--- config.mk ---
export PLATFORM = sky130hd
export DESIGN_NAME = mul_seq_ctrl
export DESIGN_NICKNAME = d
export VERILOG_FILES = /design/src/rtl/mul_ctrl_pkg.sv /design/src/rtl/mul_seq_ctrl_mult_2_3.sv /design/src/rtl/mul_seq_ctrl.sv
export SDC_FILE = /design/constraint.sdc
export NUM_CORES = 1
export LEC_CHECK = 0
export BUFFER_PORTS_ARGS = -buffer_cell sky130_fd_sc_hd__buf_2
export CORE_ASPECT_RATIO = 0.6
export CORE_MARGIN = 2
export CORE_UTILIZATION = 55
export DETAILED_ROUTE_END_ITERATION = 10
export PLACE_DENSITY = 0.87
export SLEW_MARGIN = 20
export SYNTH_ARGS = -nofsm -noshare
export SYNTH_HDL_FRONTEND = slang
export SYNTH_SLANG_ARGS = --single-unit
--- constraint.sdc ---
create_clock -name clk -period 5.6 [get_ports clk]
set_clock_uncertainty 0.1 [all_clocks]
set_input_delay 0.28 -clock clk [delete_from_list [all_inputs] [get_ports clk]]
set_output_delay 0.28 -clock clk [all_outputs]
set_load 0.02 [all_outputs]
--- src/rtl/mul_ctrl_pkg.sv ---
// Shared types and digit widths for the sequential digit-serial multiplier.
//   state_e  : sequencer states
//   A_DIG_W  : multiplicand digit width
//   B_DIG_W  : multiplier digit width
//   PP_W     : digit partial-product width
package mul_ctrl_pkg;

  typedef enum logic [1:0] {
    IDLE = 2'd0,
    CALC = 2'd1,
    DONE = 2'd2
  } state_e;

  localparam int unsigned A_DIG_W = 2;
  localparam int unsigned B_DIG_W = 3;
  localparam int unsigned PP_W    = A_DIG_W + B_DIG_W;

  // Counter width for n values; a single-value counter still needs one bit.
  function automatic int unsigned cnt_w(input int unsigned n);
    return (n > 1) ? $clog2(n) : 1;
  endfunction

endpackage

--- src/rtl/mul_seq_ctrl_mult_2_3.sv ---
// Mult_2_3: combinational 2-bit x 3-bit unsigned multiplier, 5-bit product.
//   a_i    : 2-bit digit
//   b_i    : 3-bit digit
//   prod_c : a_i * b_i (combinational)
module Mult_2_3
  import mul_ctrl_pkg::*;
(
  input  logic [A_DIG_W-1:0] a_i,
  input  logic [B_DIG_W-1:0] b_i,
  output logic [PP_W-1:0]    prod_c
);

  assign prod_c = PP_W'(a_i) * PP_W'(b_i);

endmodule

--- src/rtl/mul_seq_ctrl.sv ---
// mul_seq_ctrl: builds an A_W x B_W unsigned product by stepping one
// Mult_2_3 over every (A digit, B digit) pair and accumulating the shifted
// partial products.
//   clk, rst             : clock, async active-high reset
//   in_valid/in_ready    : operand handshake, in_a / in_b operands
//   abort                : synchronous cancel of the operation in flight
//   busy                 : sequencer not idle
//   out_valid/out_ready  : result handshake, out_prod result
module mul_seq_ctrl
  import mul_ctrl_pkg::*;
#(
  parameter int unsigned A_W = 8,
  parameter int unsigned B_W = 9
) (
  input  logic             clk,
  input  logic             rst,
  input  logic             in_valid,
  output logic             in_ready,
  input  logic [A_W-1:0]   in_a,
  input  logic [B_W-1:0]   in_b,
  input  logic             abort,
  output logic             busy,
  output logic             out_valid,
  input  logic             out_ready,
  output logic [A_W+B_W-1:0] out_prod
);

  localparam int unsigned P_W  = A_W + B_W;
  localparam int unsigned ND_A = A_W / A_DIG_W;
  localparam int unsigned ND_B = B_W / B_DIG_W;
  localparam int unsigned I_W  = cnt_w(ND_A);
  localparam int unsigned J_W  = cnt_w(ND_B);
  localparam int unsigned SH_W = $clog2(P_W) + 1;

  // Operand widths must split into whole digits.
  generate
    if ((A_W == 0) || ((A_W % A_DIG_W) != 0)) begin : g_bad_a_w
      $error("mul_seq_ctrl: A_W must be a non-zero multiple of 2");
    end
    if ((B_W == 0) || ((B_W % B_DIG_W) != 0)) begin : g_bad_b_w
      $error("mul_seq_ctrl: B_W must be a non-zero multiple of 3");
    end
  endgenerate

  state_e           state_q,     state_d;
  logic [A_W-1:0]   a_q,         a_d;
  logic [B_W-1:0]   b_q,         b_d;
  logic [P_W-1:0]   acc_q,       acc_d;
  logic [I_W-1:0]   i_q,         i_d;
  logic [J_W-1:0]   j_q,         j_d;
  logic             out_valid_q, out_valid_d;
  logic [P_W-1:0]   out_prod_q,  out_prod_d;
  logic             busy_q,      busy_d;
  logic             in_ready_q,  in_ready_d;

  logic [A_DIG_W-1:0] a_dig_c;
  logic [B_DIG_W-1:0] b_dig_c;
  logic [PP_W-1:0]    pp_c;
  logic [SH_W-1:0]    shamt_c;
  logic [P_W-1:0]     pp_sh_c;
  logic [P_W-1:0]     acc_sum_c;
  logic               j_last_c;
  logic               i_last_c;

  // Current digit pair and its weighted partial product.
  assign a_dig_c   = A_DIG_W'(a_q >> (A_DIG_W * i_q));
  assign b_dig_c   = B_DIG_W'(b_q >> (B_DIG_W * j_q));
  assign shamt_c   = SH_W'((A_DIG_W * i_q) + (B_DIG_W * j_q));
  assign pp_sh_c   = P_W'(pp_c) << shamt_c;
  assign acc_sum_c = acc_q + pp_sh_c;
  assign j_last_c  = (j_q == J_W'(ND_B - 1));
  assign i_last_c  = (i_q == I_W'(ND_A - 1));

  Mult_2_3 u_mult (
    .a_i    (a_dig_c),
    .b_i    (b_dig_c),
    .prod_c (pp_c)
  );

  // State and datapath registers.
  always_ff @(posedge clk or posedge rst) begin
    if (rst) begin
      state_q     <= IDLE;
      a_q         <= '0;
      b_q         <= '0;
      acc_q       <= '0;
      i_q         <= '0;
      j_q         <= '0;
      out_valid_q <= 1'b0;
      out_prod_q  <= '0;
      busy_q      <= 1'b0;
      in_ready_q  <= 1'b1;
    end else begin
      state_q     <= state_d;
      a_q         <= a_d;
      b_q         <= b_d;
      acc_q       <= acc_d;
      i_q         <= i_d;
      j_q         <= j_d;
      out_valid_q <= out_valid_d;
      out_prod_q  <= out_prod_d;
      busy_q      <= busy_d;
      in_ready_q  <= in_ready_d;
    end
  end

  // Next-state and registered-output decode.
  always_comb begin
    state_d     = state_q;
    a_d         = a_q;
    b_d         = b_q;
    acc_d       = acc_q;
    i_d         = i_q;
    j_d         = j_q;
    out_valid_d = out_valid_q;
    out_prod_d  = out_prod_q;

    case (state_q)
      IDLE: begin
        if (in_valid) begin
          a_d     = in_a;
          b_d     = in_b;
          acc_d   = '0;
          i_d     = '0;
          j_d     = '0;
          state_d = CALC;
        end
      end
      CALC: begin
        if (abort) begin
          acc_d   = '0;
          i_d     = '0;
          j_d     = '0;
          state_d = IDLE;
        end else begin
          acc_d = acc_sum_c;
          if (j_last_c) begin
            j_d = '0;
            if (i_last_c) begin
              i_d         = '0;
              out_valid_d = 1'b1;
              out_prod_d  = acc_sum_c;
              state_d     = DONE;
            end else begin
              i_d = i_q + I_W'(1);
            end
          end else begin
            j_d = j_q + J_W'(1);
          end
        end
      end
      DONE: begin
        // abort outranks the consumer handshake.
        if (abort) begin
          acc_d       = '0;
          out_valid_d = 1'b0;
          state_d     = IDLE;
        end else if (out_ready) begin
          out_valid_d = 1'b0;
          state_d     = IDLE;
        end
      end
      default: begin
        state_d     = IDLE;
        out_valid_d = 1'b0;
      end
    endcase

    // Status flags track the state being entered so they are registered.
    busy_d     = (state_d != IDLE);
    in_ready_d = (state_d == IDLE);
  end

  assign in_ready  = in_ready_q;
  assign busy      = busy_q;
  assign out_valid = out_valid_q;
  assign out_prod  = out_prod_q;

endmodule

==> run summary, run 1 <==
H-tree Lvls = 3
Min cycle time layout = 5.13 ns
Synthesized cell area = 3640 um2
Via density = 5.77
Critical-path maximum fanout = 20
Asr flop ratio synth = 100%
Crit path max-delay cell type = dfrtp_2
Area leader, netlist = dfrtp_1
First-pass GRT wire length = 13,600 um
Post-synthesis sequential area ratio = 41.2%
Final period utilization = 91.6%
Die Y-Extent = 67.0 um
Area Growth Syn to Fin = 13.0%
Leak = 2.07 nW
Grt ovf = 0
Reg clk slew, reported paths = 0.07 ns
Status = complete, no violations
Primary FF master, synth = dfrtp_1
Antenna violations before repair = 0
Detailed Routing Iterations Pass 1 = 4
Startpoint class of the critical path = register
Most frequent cells in the layout = dfrtp_1 (58), nand2_1 (54), buf_2 (41)
Synth unique cells = 52
Post-DP HPWL = 5880 um
Vias in the first global route = 2,814
# diodes = 0
Fin. Hold Viols = 0
CTS Root Cell = clkbuf_8
Fmax = 195 MHz
Max VDD drop = 0.205 mV
Clk buf depth = 2
Top-area cell type share of the netlist area = 40.5%
Core Rows = 22
Max incr delay on CP = 0.61 ns
Pin count of the biggest net entering global routing = 61
Synth top area cells = dfrtp_1 (41%), ha_1 (8.6%), mux2_2 (6.5%)
M1 wire length = 3840 um
Initial core utilization = 58.3%
Core area = 6250 um2
CP Capture Type = register
Final ANT Viol Nets = 0
Pwr dens = 354 nW/um2
FF-to-FF setup slack = 0.47 ns
Worst slew pin tran = 0.966 ns
CP arrival = 5.28 ns
Layout Utilization = 65.9%
Commonest non-fill, non-tap cell in the layout = dfrtp_1
HP Class = primary input to asynchronous set/reset pin
Cell breakdown of the critical path = mux2i_1 -> o2bb2ai_1 -> and2_2 -> ha_1 -> inv_1 -> fa_1 -> nand2_1 -> o21ai_0 -> and4b_1 -> a211o_1 -> mux2i_1 -> nor3_1 -> ha_1 -> a21o_1 -> a21oi_1 -> a31oi_1 -> a311oi_2 -> o31a_1 -> xor2_2 -> o21bai_1 -> a22o_2
CTS tree = built
Die X = 109 um
Setup_tns = 0 ns
Die area = 7310 um2
DR iter-0 viols = 147
Syn_nets = 420
DR vias = 2,875
Worst EP required = 5.75 ns
Met2 routed WL = 3470 um
Average size of a mapped cell = 9.87 um2
Maxcap violations = 0
Final Max Slew Viols = 0
Layout cells sized above 1 = 22.9%
Met3 wire len = 657 um
All-Layer GR Usage = 25.2%
Ys Warns = 0
Crit Path Category = register to register
Yosys reg bits = 60
DRC viols = 0
Finished Layout Cells = 498
DP Cell Count = 482
Detailed-route wire length = 8050 um
Final setup vio count = 0
Clk Latency, worst-skew pair = 0.36 ns
RSZ-0062 raised after global routing = no
CTS buffer count = 9
Post-synth EDFFs = 0
I/O Pins = 42
Routed len/inst = 16.2 um
Routability-driven placement congestion ratio = 0.905
Clk sink count = 60
PortBufs = 41
Layout Nets = 460
Synthesized instance count = 369
Top Metal Used = met4
Relative slew slack = 35.3%
-- per-stage QoR --
step / worst slack, ns / instance area (um2) / total power, mW / hold WS (ns)
after floorplan: 0.927 / 3640 / 0.947 / 0.253
after global placement: 0.585 / 3910 / 1.03 / 0.357
after detailed placement: 0.191 / 3910 / 1.06 / 0.359
after CTS: 0.153 / 4110 / 1.46 / 0.0170
after global routing: 0.177 / 4120 / 1.56 / 0.0306
final: 0.473 / 4120 / 1.46 / 0.0259
-- sequential cells by signal, summed over array words and instances, names as in the netlist --
| signal | flops |
|---|---|
| acc_q | 17 |
| out_prod | 17 |
| b_q | 9 |
| a_q | 8 |
| i_q | 2 |
| j_q | 2 |
| state_q | 2 |
| busy | 1 |
| in_ready | 1 |
| out_valid | 1 |
-- report_power, final --
part | switching [mW] | internal, mW
registers | 0.0477 | 0.489
clock network | 0.170 | 0.226
logic | 0.297 | 0.226
total | 0.515 | 0.942
-- layer usage --
metal | global-route usage (%) | vias up
li1 | - | 1373
met1 | 34.5 | 1416
met2 | 38.7 | 74
met3 | 8.41 | 12
met4 | 5.93 | 0
met5 | 0 | -
-- critical path: cells and delay by family, from the launching register on --
family / cells / cell delay, ns
compound gates: 10 / 2.15
fa+ha+maj: 3 / 0.93
flops: 1 / 0.61
simple gates: 4 / 0.58
mux: 2 / 0.36
xor+xnor: 1 / 0.21
buf+inv: 1 / 0.06
-- path summary, 6_finish.rpt --
kind                             start          end  cells after the start
max in group asynchronous          rst       j_q[0]                      3
hold / removal                     rst   state_q[1]                      3
setup / recovery                j_q[0]    acc_q[16]                     21
hold reg to reg            out_prod[6]  out_prod[6]                      2
min in group clk                 abort   state_q[1]                      2
setup reg to reg                j_q[0]    acc_q[16]                     21
-- layout make-up --
cell class                 count  area, um2
timing repair buffer          44        228
multi-input combinational    278       2020
sequential                    60       1500
inverter                      16       60.1
fill                         513       2130
clock buffer                  11        151
tap                           84        105
clock inverter                 5       50.0
-- cell usage after synthesis, drive strengths merged (6+ instances only) --
master,n
o21bai,6
xnor2,12
a21oi,15
ha,25
buf,6
clkbuf,8
mux2i,7
inv,16
a22o,15
o21ai,23
dfrtp,59
nor2,26
mux2,21
a21o,7
nand2,54
-- kinds of logic after synthesis --
kind of cell	count (synthesis)	synth area share, %
and+or+nand+nor	119	15.0
AOI/OAI and AO/OA	83	15.3
DFF	60	41.2
buffers and inverters	31	3.64
muxes	30	9.75
adders and majority gates	29	10.8
xor gates and xnor gates	17	4.29
-- repair_timing --
| action | in CTS | in global routing |
|---|---|---|
| hold buffers | 0 | 0 |
| endpoints found under the setup margin | 0 | 4 |
| buffers inserted | 0 | 0 |
| resized for setup | 0 | 2 |
Power figures use the tool's default switching activity.
==> run 2: changes to the inputs <==
--- a/config.mk
+++ b/config.mk
@@ -8,9 +8,10 @@
 export BUFFER_PORTS_ARGS = -buffer_cell sky130_fd_sc_hd__buf_2
 export CORE_ASPECT_RATIO = 0.6
 export CORE_MARGIN = 2
-export CORE_UTILIZATION = 55
+export CORE_UTILIZATION = 53
 export DETAILED_ROUTE_END_ITERATION = 10
 export PLACE_DENSITY = 0.87
+export RECOVER_POWER = 25
 export SLEW_MARGIN = 20
 export SYNTH_ARGS = -nofsm -noshare
 export SYNTH_HDL_FRONTEND = slang
==> constraint.sdc (replaced) <==
create_clock -name clk -period 4.5 [get_ports clk]
set_clock_uncertainty 0.1 [all_clocks]
set_input_delay 0.225 -clock clk [delete_from_list [all_inputs] [get_ports clk]]
set_output_delay 0.225 -clock clk [all_outputs]
set_load 0.02 [all_outputs]
==> run summary, run 2 (synthesis results as in run 1) <==
Core area = 6680 um2
CP arrival = 4.75 ns
Startpoint class of the critical path = register
I/O Pins = 42
# diodes = 0
Pin count of the biggest net entering global routing = 35
CTS tree = built
Detailed-route wire length = 9190 um
Fin. Hold Viols = 0
Layout Nets = 513
Layout cells sized above 1 = 37.3%
CTS buffer count = 9
Min cycle time layout = 4.64 ns
CTS Root Cell = clkbuf_16
Maxcap violations = 0
RR Startpoint = i_q[0]
RSZ-0062 raised after global routing = yes
Core Rows = 23
Dpl ws = -0.243 ns
Failing checks = negative setup slack
Final period utilization = 103%
DRC viols = 0
Detailed Routing Iterations Pass 1 = 4
Min-delay src = in_a[1]
Worst setup slack after layout = -0.138 ns
Vias in the first global route = 2,983
First-pass GRT wire length = 15,100 um
Die area = 7580 um2
Commonest non-fill, non-tap cell in the layout = dfrtp_1
Worst EP required = 4.61 ns
Crit path max-delay cell type = mux4_2
Relative slew slack = 32.4%
Status = finished, violations left
Final setup vio count = 5
DP Cell Count = 522
Reg clk slew, reported paths = 0.05 ns
Most frequent cells in the layout = dfrtp_1 (57), nand2_1 (53), buf_4 (50)
CP bufs+invs = 3
Leak = 2.38 nW
Area Growth Syn to Fin = 32.4%
Final Max Slew Viols = 0
All-Layer GR Usage = 26.3%
Final ANT Viol Nets = 0
Die Y-Extent = 68.2 um
Die X = 111 um
Clk Latency, worst-skew pair = 0.33 ns
Worst slew pin tran = 1.01 ns
Pwr dens = 500 nW/um2
DR iter-0 viols = 234
Cell breakdown of the critical path = mux4_2 -> and2_4 -> ha_4 -> inv_2 -> fa_2 -> buf_6 -> mux2_2 -> mux2_4 -> o21ai_2 -> nor3b_2 -> ha_1 -> o21a_1 -> nor2_2 -> a31oi_2 -> a311oi_2 -> buf_4 -> o21bai_1 -> a21oi_1 -> xor2_1 -> o21ai_1
Grt ovf = 0
Initial core utilization = 54.6%
Clk buf depth = 2
Critical-path maximum fanout = 3
HP Class = primary input to register
DR vias = 3,108
Routability-driven placement congestion ratio = 0.982
Largest delay share family, worst path = multiplexers
Max VDD drop = 0.354 mV
Antenna violations before repair = 0
Crit Path Category = register to register
Clk sink count = 60
Routed len/inst = 16.6 um
PortBufs = 41
Layout Utilization = 72.3%
Via density = 5.61
Fmax = 216 MHz
H-tree Lvls = 3
Worst Setup SP = i_q[0]
Max incr delay on CP = 0.52 ns
Post-DP HPWL = 6560 um
CP Capture Type = register
Finished Layout Cells = 554
run 2: changes by cell type in the layout (fill, tap and decap cells not counted), sizes merged:
| cell | previous run | this run |
|---|---|---|
| buf | 44 | 89 |
| dlygate4sd3 | 0 | 2 |
| clkbuf | 11 | 16 |
| bufinv | 1 | 2 |
run 2: stage by stage:
stage | power (mW) | TNS [ns] | area, um2 | hold slack (ns)
final | 2.41 | -0.374 | 4820 | 0.0213
after global routing | 2.56 | -1.90 | 4820 | 0.0114
after CTS | 2.36 | -0.0326 | 4770 | 0.0109
after detailed placement | 1.50 | -0.805 | 4220 | 0.208
after global placement | 1.49 | -0.256 | 4220 | 0.189
after floorplan | 1.18 | 0 | 3660 | 0.198
run 2: repair_timing:
item,4_1_cts,5_1_grt
hold endpoints to repair,26,0
hold buffers,2,0
pin swaps,12,19
buffers inserted,11,3
gates resized for setup,37,13
setup endpoints to repair,7,14
run 2: layer usage:
layer | GRT usage, % | up-vias | share of wire, %
li1 | - | 1478 | -
met1 | 37.6 | 1527 | 50
met2 | 37.9 | 90 | 42
met3 | 8.86 | 13 | 7.0
met4 | 8.49 | 0 | 1.2
met5 | 0 | - | 0
run 2: path summary, 6_finish.rpt:
kind                                 to  slack [ns]  cells after the start
setup reg to reg              acc_q[14]       -0.14                     20
max in group asynchronous   out_prod[1]        2.72                      4
hold / removal                   a_q[1]        0.02                      2
min in group asynchronous     out_valid        0.58                      3
setup / recovery              acc_q[14]       -0.14                     20
hold reg to reg            out_prod[11]        0.37                      2
run 2: cell type report:
cell class / count / area [um2]
inverters: 16 / 60.1
repair buffers: 97 / 647
well taps: 87 / 109
multi-input cells: 278 / 2190
fillers: 477 / 1850
clock buffers: 10 / 229
flip-flops and latches: 60 / 1510
clock inverters: 6 / 80.1
run 2: power by group:
group | leakage [nW] | internal, mW | switching, mW | total, mW
registers | 0.785 | 0.610 | 0.0518 | 0.662
clock network | 0.156 | 0.480 | 0.239 | 0.719
logic | 1.44 | 0.520 | 0.514 | 1.03
==> run 3: changes to the inputs <==
--- a/config.mk
+++ b/config.mk
@@ -5,12 +5,13 @@
 export SDC_FILE = /design/constraint.sdc
 export NUM_CORES = 1
 export LEC_CHECK = 0
+export ABC_AREA = 1
 export BUFFER_PORTS_ARGS = -buffer_cell sky130_fd_sc_hd__buf_2
 export CORE_ASPECT_RATIO = 0.6
 export CORE_MARGIN = 2
-export CORE_UTILIZATION = 53
+export CORE_UTILIZATION = 54
 export DETAILED_ROUTE_END_ITERATION = 10
-export PLACE_DENSITY = 0.87
+export PLACE_DENSITY = 0.88
 export RECOVER_POWER = 25
 export SLEW_MARGIN = 20
 export SYNTH_ARGS = -nofsm -noshare
==> run summary, run 3 <==
Post-synthesis sequential area ratio = 38.6%
DRC viols = 0
Fin. Hold Viols = 0
Sequential share of power = 27.9%
Relative slew slack = -112%
Primary FF master, synth = dfrtp_1
Synth unique cells = 47
CP arrival = 4.39 ns
Setup_tns = 0 ns
Die Y-Extent = 69.7 um
Yosys reg bits = 60
Final Max Slew Viols = 61
Post-synth top cells = nand2_1 (101), dfrtp_1 (59), inv_1 (45)
Worst EP required = 4.63 ns
Synth top area cells = dfrtp_1 (38%), nand2_1 (9.7%), ha_1 (8.0%)
Detailed-route wire length = 9150 um
Ys Warns = 0
Routed len/inst = 15.0 um
Die area = 7920 um2
CTS buffer count = 9
Vias in the first global route = 3,246
Area leader, netlist = dfrtp_1
Asr flop ratio synth = 100%
Max incr delay on CP = 0.47 ns
Crit path max-delay cell type = dfrtp_2
Failing checks = max-capacitance violations, max-slew violations
CP Capture Type = register
Final period utilization = 94.7%
Min cycle time layout = 4.26 ns
Worst slew pin tran = 3.18 ns
Maxcap violations = 1
Antenna violations before repair = 0
Final ANT Viol Nets = 0
H-tree Lvls = 3
FF-to-FF setup slack = 0.24 ns
Via density = 5.54
Die X = 114 um
Startpoint class of the critical path = register
Routability-driven placement congestion ratio = 0.897
CTS tree = built
Cell Area, Placed = 4130 um2
RR Startpoint = i_q[0]
Most frequent cells in the layout = nand2_1 (101), dfrtp_1 (55), inv_1 (45)
Synth Area in Compound Gates = 14.2%
Critical-path maximum fanout = 6
Min-delay src = in_b[3]
Adder-cell share of the synthesized area = 10.1%
Mux cell area share after synthesis = 2.90%
Layout Nets = 569
Synthesized instance count = 469
Commonest non-fill, non-tap cell in the layout = nand2_1
Top-area cell type share of the netlist area = 38.0%
Crit Path Category = register to register
All-Layer GR Usage = 24.9%
Pwr dens = 546 nW/um2
Clock power share = 27.6%
DP Cell Count = 588
HP Class = primary input to register
Worst setup slack after layout = 0.239 ns
Post-DP HPWL = 6650 um
Comb power frac = 44.5%
Synthesized cell area = 3890 um2
Pin count of the biggest net entering global routing = 61
Initial core utilization = 57.0%
Post-synth EDFFs = 0
Sw Pwr = 1.01 mW
Average size of a mapped cell = 8.29 um2
Reg2reg end = acc_q[13]
Simple-Gate Fraction of Synth Area = 24.7%
Area Growth Syn to Fin = 15.5%
Final instance area = 4490 um2
Core area = 6820 um2
Finished Layout Cells = 610
DR vias = 3,379
Hold depth = 2
First-pass GRT wire length = 15,500 um
Largest family of logic cells by synthesized area = simple AND/OR/NAND/NOR gates
Status = finished, violations left
Final setup vio count = 0
CTS Root Cell = clkbuf_16
Detailed Routing Iterations Pass 1 = 5
Reg2reg path depth = 25
Cts hold-fix bufs = 0
Syn_nets = 520
Layout cells sized above 1 = 22.6%
Net Sw Frac = 41.2%
Clk sink count = 60
Dpl ws = 0.0630 ns
Max VDD drop = 0.263 mV
Worst Hold End = b_q[3]
Clk buf depth = 2
Internal cell power = 1.44 mW
I/O Pins = 42
Tot Pwr = 2.45 mW
Clk Latency, worst-skew pair = 0.34 ns
Fillers = 533
Fmax = 235 MHz
DR iter-0 viols = 257
PortBufs = 41
Reg clk slew, reported paths = 0.05 ns
Top-count cell post-synth = nand2_1
Leak = 2.24 nW
Grt ovf = 0
Core Rows = 23
Post-synthesis xor/xnor area fraction = 2.03%
# diodes = 0
## run 3: cell types whose count changed in the layout (fill, tap and decap cells not counted), sizes merged, moves of 7 or more
cell   before  now
a22o       15    0
mux2       21   10
a21oi      15   30
a21o        7    0
mux2i       7    0
o21ai      23   54
nor2       26   44
inv        16   52
nand3       4   37
xnor2      12    5
nand2      54  108
buf        89   48
## run 3: power groups by stage
stage / combinational [mW] / clock, mW / sequential [mW]
final: 1.09 / 0.677 / 0.684
after global routing: 1.22 / 0.710 / 0.693
after CTS: 1.01 / 0.684 / 0.684
after detailed placement: 1.00 / 0 / 0.692
after global placement: 0.957 / 0 / 0.688
after floorplan: 0.790 / 0 / 0.681
## run 3: worst max path at each step
stage	from	to	slack, ns
detailed placement	j_q[0]	acc_q[13]	0.06
global route	i_q[0]	acc_q[15]	-0.004
CTS	j_q[0]	acc_q[13]	0.06
finish	i_q[0]	acc_q[13]	0.24
floorplan	j_q[0]	acc_q[13]	0.57
global placement	j_q[0]	acc_q[13]	0.30
## run 3: kinds of logic (layout without fill, tap and decap cells)
group                      count (synthesis)  count (layout)
buffers and inverters                     63             117
and+or+nand+nor                          202             202
xor gates and xnor gates                   9               9
DFF                                       60              60
adders and majority gates                 29              29
muxes                                     10              10
AOI/OAI and AO/OA                         96              96
## run 3: layer usage
layer	up-vias	GRT usage, %	wire, um
li1	1650	-	-
met2	128	34.9	3900
met1	1590	37.2	4510
met3	11	8.39	672
met5	-	0	0
met4	0	5.42	73
## run 3: final cells by class
class	count	area [um2]	share of cell area, %
timing repair buffer	49	262	5.82
sequential	60	1510	33.6
clock inverter	5	52.6	1.17
tap	87	109	2.42
multi-input combinational	346	2120	47.3
inverter	52	205	4.57
clock buffer	11	233	5.18
## run 3: timing repair
item / 4_1_cts / 5_1_grt
hold endpoints to repair: 0 / 0
buffers inserted: 0 / 6
endpoints found under the setup margin: 0 / 20
gates resized for setup: 0 / 11
## run 3: worst max-delay path: cells and delay by family, from the launching register on
family                     cells  cell delay [ns]
DFF                            1             0.47
buffers and inverters          4             0.31
and+or+nand+nor               12             1.28
adders and majority gates      3             0.91
AOI/OAI and AO/OA              6             1.08
## run 3: through the flow
step,util (%),hold slack [ns]
floorplan,-,0.276
global placement,60.6,0.356
detailed placement,60.6,0.361
CTS,64.8,0.0102
global route,65.9,0.0146
finish,65.9,0.0173
